===== src/rtl/fifo_uart_pkg.sv =====
// Shared types and constants for the FIFO-fed UART transmitter.
package fifo_uart_pkg;

   typedef enum logic [2:0] {
      IDLE,
      POP,
      LOAD,
      START,
      DATA,
      STOP
   } uart_tx_state_t;

   localparam int unsigned UART_DATA_BITS  = 8;
   localparam logic        UART_IDLE_LEVEL = 1'b1;

endpackage


===== src/rtl/uart_baud_tick.sv =====
// Bit-period timer: tick marks the last cycle of each CLKS_PER_BIT period.
module uart_baud_tick #(
   parameter int unsigned CLKS_PER_BIT = 87
) (
   input  logic clk,
   input  logic rst,
   input  logic clear,
   output logic tick
);

   localparam int unsigned   CW   = (CLKS_PER_BIT > 1) ? $clog2(CLKS_PER_BIT) : 1;
   localparam logic [CW-1:0] LAST = CW'(CLKS_PER_BIT - 1);

   logic [CW-1:0] count_q, count_d;

   always_comb begin
      count_d = count_q + CW'(1);
      if (clear || (count_q == LAST)) begin
         count_d = '0;
      end
   end

   always_ff @(posedge clk or posedge rst) begin
      if (rst) begin
         count_q <= '0;
      end else begin
         count_q <= count_d;
      end
   end

   assign tick = !clear && (count_q == LAST);

endmodule


===== src/rtl/fifo_uart_tx.sv =====
// Drains the byte FIFO one entry at a time onto a UART 8N1 line, LSB first.
module fifo_uart_tx
   import fifo_uart_pkg::*;
#(
   parameter int unsigned CLKS_PER_BIT = 87
) (
   input  logic       clk,
   input  logic       rst,
   input  logic       ena,
   input  logic       fifo_empty,
   input  logic [7:0] fifo_rd_data,
   output logic       fifo_rd_en,
   output logic       tx,
   output logic       busy,
   output logic       frame_done
);

   localparam logic [2:0] LAST_BIT = 3'(UART_DATA_BITS - 1);

   uart_tx_state_t            state_q, state_d;
   logic [UART_DATA_BITS-1:0] shift_q, shift_d;
   logic [2:0]                bit_q, bit_d;
   logic                      baud_clear;
   logic                      baud_tick;

   uart_baud_tick #(
      .CLKS_PER_BIT(CLKS_PER_BIT)
   ) u_baud (
      .clk  (clk),
      .rst  (rst),
      .clear(baud_clear),
      .tick (baud_tick)
   );

   always_ff @(posedge clk or posedge rst) begin
      if (rst) begin
         state_q <= IDLE;
         shift_q <= '0;
         bit_q   <= '0;
      end else begin
         state_q <= state_d;
         shift_q <= shift_d;
         bit_q   <= bit_d;
      end
   end

   // The baud timer is held at zero outside START/DATA/STOP, so each frame
   // starts with a full-length start bit.
   always_comb begin
      state_d    = state_q;
      shift_d    = shift_q;
      bit_d      = bit_q;
      fifo_rd_en = 1'b0;
      tx         = UART_IDLE_LEVEL;
      busy       = 1'b1;
      frame_done = 1'b0;
      baud_clear = 1'b1;
      case (state_q)
         IDLE: begin
            busy = 1'b0;
            if (ena && !fifo_empty) begin
               state_d = POP;
            end
         end
         POP: begin
            fifo_rd_en = 1'b1;
            state_d    = LOAD;
         end
         LOAD: begin
            shift_d = fifo_rd_data;
            bit_d   = '0;
            state_d = START;
         end
         START: begin
            tx         = ~UART_IDLE_LEVEL;
            baud_clear = 1'b0;
            if (baud_tick) begin
               state_d = DATA;
            end
         end
         DATA: begin
            tx         = shift_q[0];
            baud_clear = 1'b0;
            if (baud_tick) begin
               shift_d = {1'b0, shift_q[UART_DATA_BITS-1:1]};
               bit_d   = bit_q + 3'd1;
               if (bit_q == LAST_BIT) begin
                  state_d = STOP;
               end
            end
         end
         STOP: begin
            baud_clear = 1'b0;
            if (baud_tick) begin
               frame_done = 1'b1;
               state_d    = (ena && !fifo_empty) ? POP : IDLE;
            end
         end
         default: begin
            state_d = IDLE;
         end
      endcase
   end

endmodule

===== config.mk =====
export PLATFORM = sky130hd
export DESIGN_NAME = fifo_uart_tx
export DESIGN_NICKNAME = d
export VERILOG_FILES = /design/src/rtl/fifo_uart_pkg.sv /design/src/rtl/uart_baud_tick.sv /design/src/rtl/fifo_uart_tx.sv
export SDC_FILE = /design/constraint.sdc
export NUM_CORES = 1
export LEC_CHECK = 0
export ABC_CLOCK_PERIOD_IN_PS = 1800
export CORE_UTILIZATION = 50
export CTS_BUF_LIST = sky130_fd_sc_hd__clkbuf_8
export DETAILED_ROUTE_END_ITERATION = 6
export GPL_TIMING_DRIVEN = 0
export PLACE_DENSITY = 0.8
export SYNTH_ARGS = -nofsm -noshare
export SYNTH_HDL_FRONTEND = slang
export SYNTH_HIERARCHICAL = 1
export SYNTH_SLANG_ARGS = --single-unit

===== constraint.sdc =====
create_clock -name clk -period 1.8 [get_ports clk]
set_input_delay 0.27 -clock clk [delete_from_list [all_inputs] [get_ports clk]]
set_output_delay 0.27 -clock clk [all_outputs]
set_load 0.02 [all_outputs]

==> metrics.txt, run 1 <==
pwr/cell area=around 1100 nW/um^2; syn nets=approximately 120; ys async rst share=100%; fin util=74.9%; failing checks=negative setup slack; crit path launch=u_baud/count_q[0]; Max Cap Viol=0; Setup crit start kind=flip-flop; synthesized area per cell=10.4 um^2; CTS tree=built; fmax=543 MHz; CP max FO=8; Site Rows=16; IO buf count=15; RSZ-0062 raised after global routing=true; critical path class=reg -> reg; area delta synth->final=36.8%; final setup fails=7; Post-CTS Hold Buffers=0; clock slew seen by the registers of the worst setup and hold paths=0.08 ns; GP Congestion=just over 0.8; YS warnings=6; total gr overflow=0; Tmin final=1.84 ns; M1 WL=about 1100 um; diodes inserted=0; CP Data Arrival Time=1.99 ns; VDD IR max=about 0.00079 V; WL final=~2300 um; Worst Clk Skew=0.000924 ns; cell count after placement=150; Initial Utilization=between 50% and 60%; drt wl/cell=between 10 and 15 um; Final Non-Filler Cells=166; remaining antenna violation count=0; CP Capture Type=flip-flop; CTS buffer count=3; Slew Limit Headroom=roughly 64%; Die X=49.3 um; antenna violations before repair=0; largest net degree at the start of global routing=15; worst min-delay path class=in -> async; r2r startpoint=u_baud/count_q[0]; highest metal used=met4; io pins=16; total track usage=around a fifth; Fillers=~140; register bit total from synthesis=21; Max H-tree Level=1; DR iter-0 viols=20; register area share after synthesis=47.0%; top_reg_cell synth=dfrtp_1; number of synthesized flops with an enable pin=0; Sink Count=21; most frequent cells in the layout=19 x dfrtp_1, 11 x buf_4, 11 x clkdlybuf4s50_1; Max Slew Vio Count=0; post-route setup slack=-0.0416 ns; final hold vios=0; Leak=between 0.0007 and 0.0008 uW; vias per inst=approximately 5.4; post-route DRC violation count=0; Final period util=102%; synthesized cell area=1120 um^2; root buffer cell=clkbuf_8; most common cell after layout, fill and taps aside=dfrtp_1; core area=2040 um^2; WP data required=slightly below 2 ns; met2 wire len=1120 um; via count=889; status=finished with violations; Layout Nets=around 160; Cell variety after synth=30; Overall Power=1640 uW; DPL Wire Length=1470 um; synthesized instance count=around 110; vias in the first global route=880; share of cells above drive strength 1=between 20 and 30%; met3 wire len=106 um; Die Span Y=between 40 and 50 um; drt pass-1 iters=4; first-pass GRT wire length=3670 um; slew of the pin with the lowest slew margin=between 0.5 and 0.6 ns; DIE AREA=2430 um^2; clock buffer depth=2; clk_lat worst skew=between 0.2 and 0.3 ns
[flip-flops by register name, indices dropped and copies added (netlist names)]
signal and flops:
bit_q 3, state_q 3, u_baud/count_q 7, shift_q 8
[power breakdown]
group / internal, uW / switching [uW] / leakage, uW
Sequential: 642 / 122 / 0.000254
Combinational: 314 / 254 / 0.000425
Clock: 152 / 153 / 0.0000269
Total: 1110 / 530 / 0.000706
[per-stage QoR]
step	setup TNS, ns	setup WS (ns)	hold slack [ns]	instance area (um^2)
floorplan	0	0.00274	0.0734	1120
global placement	-1.80	-0.278	0.470	1310
detailed placement	-2.16	-0.299	0.483	1310
CTS	-0.0581	-0.0581	0.287	1480
global route	-0.883	-0.104	0.313	1530
finish	-0.226	-0.0416	0.281	1530
[per-layer routing]
metal,GRT usage (%),up-vias
li1,-,436
met1,26.9,413
met2,33.6,34
met3,1.87,6
met4,7.35,0
met5,0,-
[cell families after synthesis]
family / Yosys count / share of synthesized area (%)
buffers and inverters: 11 / 3.91
muxes: 17 / 16.6
adders and majority gates: 4 / 4.47
and+or+nand+nor: 35 / 14.8
DFF: 21 / 47.0
xor gates and xnor gates: 3 / 2.35
AOI/OAI and AO/OA: 17 / 11.0
[Yosys cell counts, types with 3 or more instances]
master   instances  area share (%)
mux2i_1          5             4.5
or3_1            3             1.7
mux2_2           7             7.0
nand3_1          4             1.8
o21ai_0          5             2.2
nand2_1          9             3.0
ha_1             4             4.5
dfrtp_1         21              47
mux2_1           5             5.0
nor2_1          12             4.0
inv_1            8             2.7
a21oi_1          3             1.3
[final cells by class]
cell class | count | area (um^2) | share of cell area [%]
multi-input combinational | 76 | 609 | 39.8
tap | 27 | 33.8 | 2.21
clock buffer | 3 | 41.3 | 2.70
clock inverter | 1 | 3.75 | 0.245
inverter | 8 | 30.0 | 1.96
timing repair buffer | 27 | 251 | 16.4
sequential | 21 | 528 | 34.5
buffer | 3 | 32.5 | 2.13
[worst paths after layout]
check                                    end  slack, ns  depth (start not counted)
max in group asynchronous         state_q[0]       1.03                          2
setup / recovery                  shift_q[2]      -0.04                          8
hold / removal             u_baud/count_q[1]       0.28                          2
hold reg to reg                     bit_q[0]       0.49                          1
setup reg to reg                  shift_q[2]      -0.04                          8
min in group clk                    bit_q[0]       0.49                          1
[critical path, cell delays in order (launching register included)]
cell and delay [ns]:
dfrtp_1 0.40, inv_1 0.07, ha_2 0.18, nand4_1 0.12, nor2_2 0.19, nand3b_1 0.14
a21oi_4 0.18, buf_12 0.15, mux2_4 0.30
[repair_timing]
item                                    4_1_cts  5_1_grt
buffers inserted                              9        3
gates resized for setup                      22       13
endpoints found under the setup margin       14       13
pin swaps                                     4        7
Power figures use the tool's default switching activity.
==> run 2: changes to the inputs <==
--- a/config.mk
+++ b/config.mk
@@ -6,6 +6,7 @@
 export NUM_CORES = 1
 export LEC_CHECK = 0
 export ABC_CLOCK_PERIOD_IN_PS = 1800
+export CORE_ASPECT_RATIO = 1.1
 export CORE_UTILIZATION = 50
 export CTS_BUF_LIST = sky130_fd_sc_hd__clkbuf_8
 export DETAILED_ROUTE_END_ITERATION = 6
==> metrics.txt, run 2 (synthesis results as in run 1) <==
Final period util=105%; core area=slightly above 2000 um^2; vias in the first global route=~900; worst min-delay path class=in -> async; Top delay family on crit path=simple AND/OR/NAND/NOR gates; Leak=between 0.0007 and 0.0008 uW; fmax=approximately 530 MHz; largest registers=shift_q x8, u_baud/count_q x7; M1 WL=a little over 1000 um; CP max FO=5; DR iter-0 viols=14; r2r startpoint=u_baud/count_q[0]; Design Area, Final=between 1500 and 2000 um^2; Max H-tree Level=1; Final Non-Filler Cells=around 170; RSZ-0062 raised after global routing=true; crit path launch=u_baud/count_q[0]; CP Data Arrival Time=between 2 and 2.5 ns; clock slew seen by the registers of the worst setup and hold paths=0.07 ns; final setup fails=10; CP max stage cell=dfrtp_1; Tmin final=approximately 1.9 ns; Layout Nets=about 160; Post-CTS Hold Buffers=0; Max Slew Vio Count=0; CTS buffer count=3; Die Span Y=approximately 52 um; failing checks=negative setup slack; share of cells above drive strength 1=around 29%; area delta synth->final=36.7%; total gr overflow=0; largest net degree at the start of global routing=15; cell count after placement=between 150 and 200; WP data required=a little under 2 ns; met2 wire len=~1200 um; vias per inst=about 5.5; drt pass-1 iters=4; most frequent cells in the layout=20 x dfrtp_1, 12 x buf_4, 11 x clkdlybuf4s50_1; most common cell after layout, fill and taps aside=dfrtp_1; Sink Count=21; via count=916; CP Depth=8; first-pass GRT wire length=approximately 3800 um; max reg flops=8; VDD IR max=around 0.0009 V; Post-DP Area=~1300 um^2; drt wl/cell=~14 um; Initial Utilization=a little over half; met3 wire len=around 67 um; antenna violations before repair=0; diodes inserted=0; clk_lat worst skew=0.26 ns; post-route setup slack=-0.0896 ns; Die X=47.1 um; root buffer cell=clkbuf_8; CTS tree=built; most flop-heavy register=shift_q; clock buffer depth=2; Setup crit start kind=flip-flop; end of the critical path=shift_q[1]; FF-to-FF path depth=8; worst reg2reg path endpoint=shift_q[1]; status=finished with violations; highest metal used=met4; reg2reg setup slack=-0.09 ns; Slew Limit Headroom=between 60% and 70%; critical path class=reg -> reg; DPL Wire Length=1470 um; io pins=16; crit-path cells=inv_1, ha_2, nand4_1, nor2_4, nand3b_1, a21oi_4, buf_4, mux2_4; Max Cap Viol=0; CP max stage delay=approximately 0.41 ns; DIE AREA=~2400 um^2; CP bufs+invs=2; slew of the pin with the lowest slew margin=around 0.55 ns; WL final=between 2000 and 2500 um; pwr/cell area=about 1000 nW/um^2; total track usage=around 22%; CP Capture Type=flip-flop; post-route DRC violation count=0; GP Congestion=between 0.8 and 0.9; Site Rows=17; Worst Clk Skew=between 0.0015 and 0.002 ns; remaining antenna violation count=0; final hold vios=0; IO buf count=15
## run 2: worst min path at each step
stage               cells past startpoint      from                 to
finish                                  2       rst  u_baud/count_q[5]
global route                            2       rst  u_baud/count_q[2]
CTS                                     2       rst  u_baud/count_q[1]
detailed placement                      1  bit_q[0]           bit_q[0]
global placement                        1  bit_q[0]           bit_q[0]
floorplan                               1       rst  u_baud/count_q[0]
## run 2: layout make-up
type / instances / area [um^2]
inverters: 8 / 30.0
well taps: 28 / 35.0
clock buffers: 3 / 41.3
multi-input cells: 76 / 612
clock inverters: 1 / 3.75
flip-flops and latches: 21 / 527
plain buffers: 3 / 26.3
fillers: 148 / 534
repair buffers: 28 / 254
## run 2: repair_timing
action	4_1_cts	5_1_grt
cloned	0	0
endpoints found under the setup margin	14	13
buffers inserted	8	5
resized for setup	21	12
pin swaps	3	3
## run 2: metrics by stage
step	hold WS [ns]	worst slack [ns]	utilization, %	power, uW	TNS (ns)
finish	0.276	-0.0896	74.1	1590	-0.645
global route	0.317	-0.185	74.1	1700	-1.71
CTS	0.286	-0.154	71.1	1550	-0.519
detailed placement	0.482	-0.332	63.5	1200	-2.49
global placement	0.474	-0.321	63.5	1160	-2.19
floorplan	0.0734	0.00274	-	1070	0
## run 2: routing by layer
layer,track usage [%],up-vias
met1,26.0,446
li1,-,439
met4,13.3,0
met5,0,-
met2,36.1,20
met3,4.17,11
## run 2: power breakdown
group	switching (uW)	internal [uW]	total, uW
registers	143	642	785
logic	220	289	509
clock network	147	152	298
total	510	1080	1590
